File: config.mk
export PLATFORM = sky130hd
export DESIGN_NAME = table_mp
export DESIGN_NICKNAME = d
export VERILOG_FILES = /design/src/rtl/table_mp_pkg.sv /design/src/rtl/table_mp_rd_port.sv /design/src/rtl/table_mp.sv
export SDC_FILE = /design/constraint.sdc
export NUM_CORES = 1
export LEC_CHECK = 0
export ABC_AREA = 0
export BUFFER_PORTS_ARGS = -buffer_cell sky130_fd_sc_hd__clkbuf_2
export CAP_MARGIN = 0
export CORE_ASPECT_RATIO = 1.75
export CORE_UTILIZATION = 25
export CTS_CLUSTER_DIAMETER = 80
export DETAILED_ROUTE_END_ITERATION = 10
export GPL_TIMING_DRIVEN = 0
export HOLD_SLACK_MARGIN = 0.15
export SYNTH_ARGS = -nofsm -noshare
export SYNTH_HDL_FRONTEND = slang
export SYNTH_HIERARCHICAL = 1
export SYNTH_SLANG_ARGS = --single-unit
File: constraint.sdc
create_clock -name clk -period 2.3 [get_ports clk]
set_input_delay 0.115 -clock clk [delete_from_list [all_inputs] [get_ports clk]]
set_output_delay 0.115 -clock clk [all_outputs]
set_load 0.005 [all_outputs]
File: src/rtl/table_mp_pkg.sv
// Shared types and lane-slicing helpers for the multi-ported lookup table.
package table_mp_pkg;

  typedef enum logic {
    CLR_IDLE  = 1'b0,
    CLR_SWEEP = 1'b1
  } clr_state_t;

  localparam int RD_LAT_MIN = 1;
  localparam int RD_LAT_MAX = 2;

  // Lane k of a packed bus occupies [lane_lo(k,w) +: w], i.e. [(k+1)*w-1 -: w].
  function automatic int lane_lo(input int k, input int w);
    return k * w;
  endfunction

endpackage

File: src/rtl/table_mp_rd_port.sv
// One read-port pipeline: registers a lookup result and presents it RD_LATENCY cycles later.
module table_mp_rd_port
  import table_mp_pkg::*;
#(
  parameter int DATA_WIDTH = 8,
  parameter int RD_LATENCY = RD_LAT_MIN
) (
  input  logic                  clk,
  input  logic                  rst_n,
  input  logic                  en,
  input  logic [DATA_WIDTH-1:0] lookup_data,
  input  logic                  lookup_hit,
  output logic [DATA_WIDTH-1:0] data,
  output logic                  hit,
  output logic                  valid
);

  logic                  vld_p0;
  logic [DATA_WIDTH-1:0] data_p0;
  logic                  hit_p0;

  // p0: capture the lookup; data and hit hold until the next read.
  always_ff @(posedge clk or negedge rst_n) begin
    if (!rst_n) begin
      vld_p0  <= 1'b0;
      data_p0 <= '0;
      hit_p0  <= 1'b0;
    end else begin
      vld_p0 <= en;
      if (en) begin
        data_p0 <= lookup_data;
        hit_p0  <= lookup_hit;
      end
    end
  end

  generate
    if (RD_LATENCY == RD_LAT_MAX) begin : g_lat2
      logic                  vld_p1;
      logic [DATA_WIDTH-1:0] data_p1;
      logic                  hit_p1;

      // p1: second stage, again holding between completed reads.
      always_ff @(posedge clk or negedge rst_n) begin
        if (!rst_n) begin
          vld_p1  <= 1'b0;
          data_p1 <= '0;
          hit_p1  <= 1'b0;
        end else begin
          vld_p1 <= vld_p0;
          if (vld_p0) begin
            data_p1 <= data_p0;
            hit_p1  <= hit_p0;
          end
        end
      end

      assign data  = data_p1;
      assign hit   = hit_p1;
      assign valid = vld_p1;
    end else begin : g_lat1
      assign data  = data_p0;
      assign hit   = hit_p0;
      assign valid = vld_p0;
    end
  endgenerate

endmodule

File: src/rtl/table_mp.sv
// Multi-ported table with per-entry valid bits, a sweeping clear FSM and pipelined reads.
// Define TABLE_MP_BYPASS_EN to forward same-cycle write data to colliding reads.
module table_mp
  import table_mp_pkg::*;
#(
  parameter  int TABLE_SIZE = 32,
  parameter  int DATA_WIDTH = 8,
  parameter  int WR_PORTS   = 2,
  parameter  int RD_PORTS   = 2,
  parameter  int RD_LATENCY = 1,
  localparam int IW         = $clog2(TABLE_SIZE)
) (
  input  logic                           clk,
  input  logic                           rst_n,
  input  logic [WR_PORTS-1:0]            wr_en,
  input  logic [WR_PORTS*IW-1:0]         wr_idx,
  input  logic [WR_PORTS*DATA_WIDTH-1:0] wr_data,
  input  logic [RD_PORTS-1:0]            rd_en,
  input  logic [RD_PORTS*IW-1:0]         rd_idx,
  output logic [RD_PORTS*DATA_WIDTH-1:0] rd_data,
  output logic [RD_PORTS-1:0]            rd_valid,
  output logic [RD_PORTS-1:0]            rd_hit,
  input  logic                           clr_req,
  output logic                           clr_busy
);

  logic [DATA_WIDTH-1:0] mem [TABLE_SIZE];
  logic [TABLE_SIZE-1:0] vbit;
  clr_state_t            state;
  logic [IW-1:0]         ptr;

  logic [DATA_WIDTH-1:0] look_data [RD_PORTS];
  logic [RD_PORTS-1:0]   look_hit;

  function automatic logic in_range(input logic [IW-1:0] i);
    return int'(i) < TABLE_SIZE;
  endfunction

  always_ff @(posedge clk or negedge rst_n) begin
    if (!rst_n) begin
      state    <= CLR_IDLE;
      ptr      <= '0;
      clr_busy <= 1'b0;
    end else begin
      case (state)
        CLR_IDLE: begin
          if (clr_req) begin
            state    <= CLR_SWEEP;
            ptr      <= '0;
            clr_busy <= 1'b1;
          end
        end
        CLR_SWEEP: begin
          if (ptr == IW'(TABLE_SIZE - 1)) begin
            state    <= CLR_IDLE;
            ptr      <= '0;
            clr_busy <= 1'b0;
          end else begin
            ptr <= ptr + 1'b1;
          end
        end
        default: begin
          state    <= CLR_IDLE;
          ptr      <= '0;
          clr_busy <= 1'b0;
        end
      endcase
    end
  end

  // Sweep clear first, then writes in ascending port order: writes beat the clear
  // and the highest-numbered port wins a same-index collision.
  always_ff @(posedge clk or negedge rst_n) begin
    if (!rst_n) begin
      for (int i = 0; i < TABLE_SIZE; i++) mem[i] <= '0;
      vbit <= '0;
    end else begin
      if (state == CLR_SWEEP) begin
        mem[ptr]  <= '0;
        vbit[ptr] <= 1'b0;
      end
      for (int p = 0; p < WR_PORTS; p++) begin
        if (wr_en[p] && in_range(wr_idx[lane_lo(p, IW) +: IW])) begin
          mem[wr_idx[lane_lo(p, IW) +: IW]]  <= wr_data[lane_lo(p, DATA_WIDTH) +: DATA_WIDTH];
          vbit[wr_idx[lane_lo(p, IW) +: IW]] <= 1'b1;
        end
      end
    end
  end

  always_comb begin
    for (int r = 0; r < RD_PORTS; r++) begin
      look_data[r] = '0;
      look_hit[r]  = 1'b0;
      if (in_range(rd_idx[lane_lo(r, IW) +: IW]) && vbit[rd_idx[lane_lo(r, IW) +: IW]]) begin
        look_data[r] = mem[rd_idx[lane_lo(r, IW) +: IW]];
        look_hit[r]  = 1'b1;
      end
`ifdef TABLE_MP_BYPASS_EN
      for (int p = 0; p < WR_PORTS; p++) begin
        if (wr_en[p] && in_range(rd_idx[lane_lo(r, IW) +: IW]) &&
            (wr_idx[lane_lo(p, IW) +: IW] == rd_idx[lane_lo(r, IW) +: IW])) begin
          look_data[r] = wr_data[lane_lo(p, DATA_WIDTH) +: DATA_WIDTH];
          look_hit[r]  = 1'b1;
        end
      end
`endif
    end
  end

  generate
    for (genvar r = 0; r < RD_PORTS; r++) begin : g_rd
      table_mp_rd_port #(
        .DATA_WIDTH(DATA_WIDTH),
        .RD_LATENCY(RD_LATENCY)
      ) u_port (
        .clk        (clk),
        .rst_n      (rst_n),
        .en         (rd_en[r]),
        .lookup_data(look_data[r]),
        .lookup_hit (look_hit[r]),
        .data       (rd_data[lane_lo(r, DATA_WIDTH) +: DATA_WIDTH]),
        .hit        (rd_hit[r]),
        .valid      (rd_valid[r])
      );
    end
  endgenerate

endmodule
==> results.toml <==
[run_status]
outcome = "finished, violations left"
violations = "capacitance limit, slew limit, setup timing"

[cells_and_area]
drive_gt1_share_pct = 17.5
multi_input_area_mm2 = 0.0108
design_area_mm2 = 0.0227
fillers = 8107
syn_to_final_growth_pct = 16.3
seqCellArea_mm2 = 0.00788
fin_util_pct = 29.3
final_nets = 2095

[drt]
via_per_inst = 6.01
drt-pass1-iter-count = 8
post_drt_wl_per_cell_um = 33.1
drc_errors = 0
initialDrtViolationCount = 2176
wl_um = 102000
vias = 18600
final_antenna_net_count = 0

[sta]
setup_ws_ns = -0.0572
min_period_ns = 2.36
hold_viol_final = 0
rsz0062_at_grt = "yes"
fin_crit_sh_pct = 102
worst_pin_slew_ns = 1.60
finalSetupViolCount = 10
fin_worst_skew_ns = 0.0240
max_clock_freq_ghz = 0.424
finalMaxSlewViolations = 8
max_slew_margin_pct = -6.73

[global_routing]
grt.total_usage_pct = 25.7
grt_max_degree = 97
antenna_found_initial = 1
overflow = 0
first_global_vias = 18300
grt_pass1_wl_um = 142000

[placed_design]
gp_congestion = 1.02
dp_hpwl_um = 74700
place_ws_ns = -0.826
numPortBuffers = 51
dpl_cell_area_mm2 = 0.0211

[logic_synthesis]
syn_area_mm2 = 0.0195
synth_top_area_share_pct = 40.5
avgSynthCellArea_um2 = 10.1
synthCells = 1924
ys_top_cells_by_area = "dfrtp_1, a22oi_1, mux4_2, mux2i_1, a21oi_1"
synth_nets = 1972
async_flop_share_pct = 100
synth-seq-area-share_pct = 40.5
ys_warn_count = 6
synth_top_area_cell = "dfrtp_1"
ys_ff_latch = 315
yosysUniqueCellTypes = 55
synth_edf_count = 0
synthFlopType = "dfrtp_1"

[die]
core_mm2 = 0.0772
fp.dieArea_mm2 = 0.0791
die_x_um = 213
core.rowCount = 135
die_h_um = 371
initial_core_util_pct = 25.2
num_io_pins = 64

[run]
cap_violations = 1

[worst_setup_path]
crit_path_end_kind = "flip-flop"
cpMaxStageDelayCell = "mux4_2"
critPathKind = "reg -> reg"
cp_num_buf_inv = 1
start_kind = "flip-flop"
crit_required_ns = 2.85
critPathTopFamily = "multiplexers"
crit_path_max_incr_delay_ns = 0.63
worst-endpoint-arrival_ns = 2.90
cp_max_fo = 5
cp_cell_sequence = "mux4_2 > o211ai_1 > buf_4 > nand4_4 > o211a_1 > mux2_4"

[clock_network]
root_buffer = "clkbuf_16"
cts_htree_levels = 1
path_clk_slew_ns = 0.07
cts_tree = "built"
clockBufferDepth = 3
numCtsBuffers = 30
cts.sinks = 315
clock_latency_ns = 0.66

[power_and_ir_drop]
leakage_uw = 0.00917
peakVddDrop_mv = 0.565
power.density_mw_per_mm2 = 1130
p_total_uw = 25500

[worst_hold_path]
hp-class = "in -> reg"
-- registers in the layout, indices dropped and copies added (netlist names) --
name and count:
clr_busy 1, vbit 32, state 1, mem 256
ptr 5, g_rd.u_port/hit 2, g_rd.u_port/valid 2, g_rd.u_port/data 16
-- placed cells by master (no fill, tap or decap), types with 5 or more instances in the layout --
cell             n
dfrtp_1        315
a22oi_1        272
nand2_1        182
nor2_1         159
o21ai_0        143
mux2i_1        136
a21oi_1        131
clkbuf_1       103
mux4_2          72
a221oi_1        63
clkbuf_2        54
buf_2           32
clkbuf_16       31
dlygate4sd3_1   27
nor2_4          22
nand3_1         20
buf_4           19
mux2_4          18
a21oi_2         17
o21a_1          16
o32a_1          16
nor2_2          14
buf_6           14
a211o_1         12
a221o_1         12
o211a_1         12
nand3b_1        11
o21ai_1         11
a21oi_4          8
o211ai_1         8
nand3_2          6
buf_12           6
clkbuf_8         6
and3_1           5
buf_1            5
ha_1             5
-- Yosys cell counts, types with 3 or more instances --
master	n
mux2_2	4
a22oi_1	272
o21ai_0	143
a21oi_2	12
mux4_1	4
buf_1	7
a221o_1	12
and3_1	5
o32ai_1	3
nor3b_2	4
a211o_1	12
nand3_1	25
mux2_4	18
clkinv_1	4
buf_6	14
buf_8	3
a21oi_1	144
o32a_1	16
nand3b_1	11
buf_4	8
ha_1	5
nand2_1	182
a311oi_1	4
buf_2	32
dfrtp_1	315
nor2b_1	4
nor3_2	3
inv_1	4
clkbuf_1	100
o21ai_1	11
nor2_4	19
and2_1	6
o211a_1	16
buf_12	6
nor2_2	13
o211ai_1	8
o21a_1	16
or3b_1	4
mux4_2	72
mux2i_1	136
nor2_1	163
a221oi_1	64
-- worst paths after layout --
| kind | from | end | slack [ns] | cells past startpoint |
|---|---|---|---|---|
| max | vbit[7] | g_rd[0].u_port/data[0] | -0.06 | 6 |
| min | wr_idx[1] | vbit[3] | 0.13 | 3 |
| max reg2reg | vbit[7] | g_rd[0].u_port/data[0] | -0.06 | 6 |
| min reg2reg | g_rd[0].u_port/data[2] | g_rd[0].u_port/data[2] | 0.52 | 1 |
| max in group asynchronous | rst_n | mem[248] | 0.42 | 5 |
| min in group asynchronous | rst_n | mem[14] | 0.60 | 3 |
-- per-stage QoR --
| stage | instances | setup TNS [ns] | hold slack, ns |
|---|---|---|---|
| 2_1_floorplan | 1924 | 0 | -0.181 |
| 3_3_place_gp | 3002 | -2066.32 | 0.250 |
| 3_5_place_dp | 3005 | -81.84 | 0.222 |
| 4_1_cts | 3083 | -0.645 | 0.152 |
| 5_1_grt | 3094 | -0.100 | 0.171 |
| 6_report | 3096 | -0.283 | 0.128 |
-- kinds of logic (layout without fill, tap and decap cells) --
logic type	count (synthesis)	in the layout	share of synthesized area [%]
AO/OA/AOI/OAI	735	735	25.7
AND/OR/NAND/NOR	451	453	10.9
flip-flops	315	315	40.5
multiplexers	234	234	17.5
buffers and inverters	182	323	5.09
adder cells (fa/ha/maj)	5	5	0.321
XOR/XNOR	2	2	0.0900
other	0	2	0
-- worst reg2reg max path, stage by stage, from the launching register on --
cell	delay [ns]
dfrtp_1	0.43
mux4_2	0.63
o211ai_1	0.29
buf_4	0.17
nand4_4	0.21
o211a_1	0.26
mux2_4	0.28
-- power by group --
part | switching, uW | leakage, uW | internal, uW
sequential | 2390 | 0.00399 | 8020
clock | 2510 | 0.000476 | 2840
combinational | 5480 | 0.00471 | 4270
total | 10400 | 0.00917 | 15100
-- timing repair --
| item | 4_1_cts | 5_1_grt |
|---|---|---|
| cloned | 0 | 2 |
| buffers inserted | 0 | 9 |
| hold buffers | 26 | 1 |
| hold endpoints to repair | 188 | 1 |
| setup endpoints to repair | 175 | 165 |
| pin swaps | 1 | 7 |
| gates resized for setup | 36 | 29 |
-- final cells by class --
class,instances,share of cell area (%)
diodes,2,0.0221
inverters,10,0.166
clock buffers,44,3.86
multi-input cells,1429,47.8
repair buffers,90,3.02
clock inverters,8,0.425
plain buffers,171,4.27
well taps,1027,5.67
flip-flops and latches,315,34.8
-- layer usage --
layer	part of all wire, %	global-route usage, %	vias up
li1	-	-	7622
met1	31	25.3	9265
met2	48	43.3	1244
met3	7.7	5.66	466
met4	12	26.4	2
met5	0.068	0	-
Power figures use the tool's default switching activity.
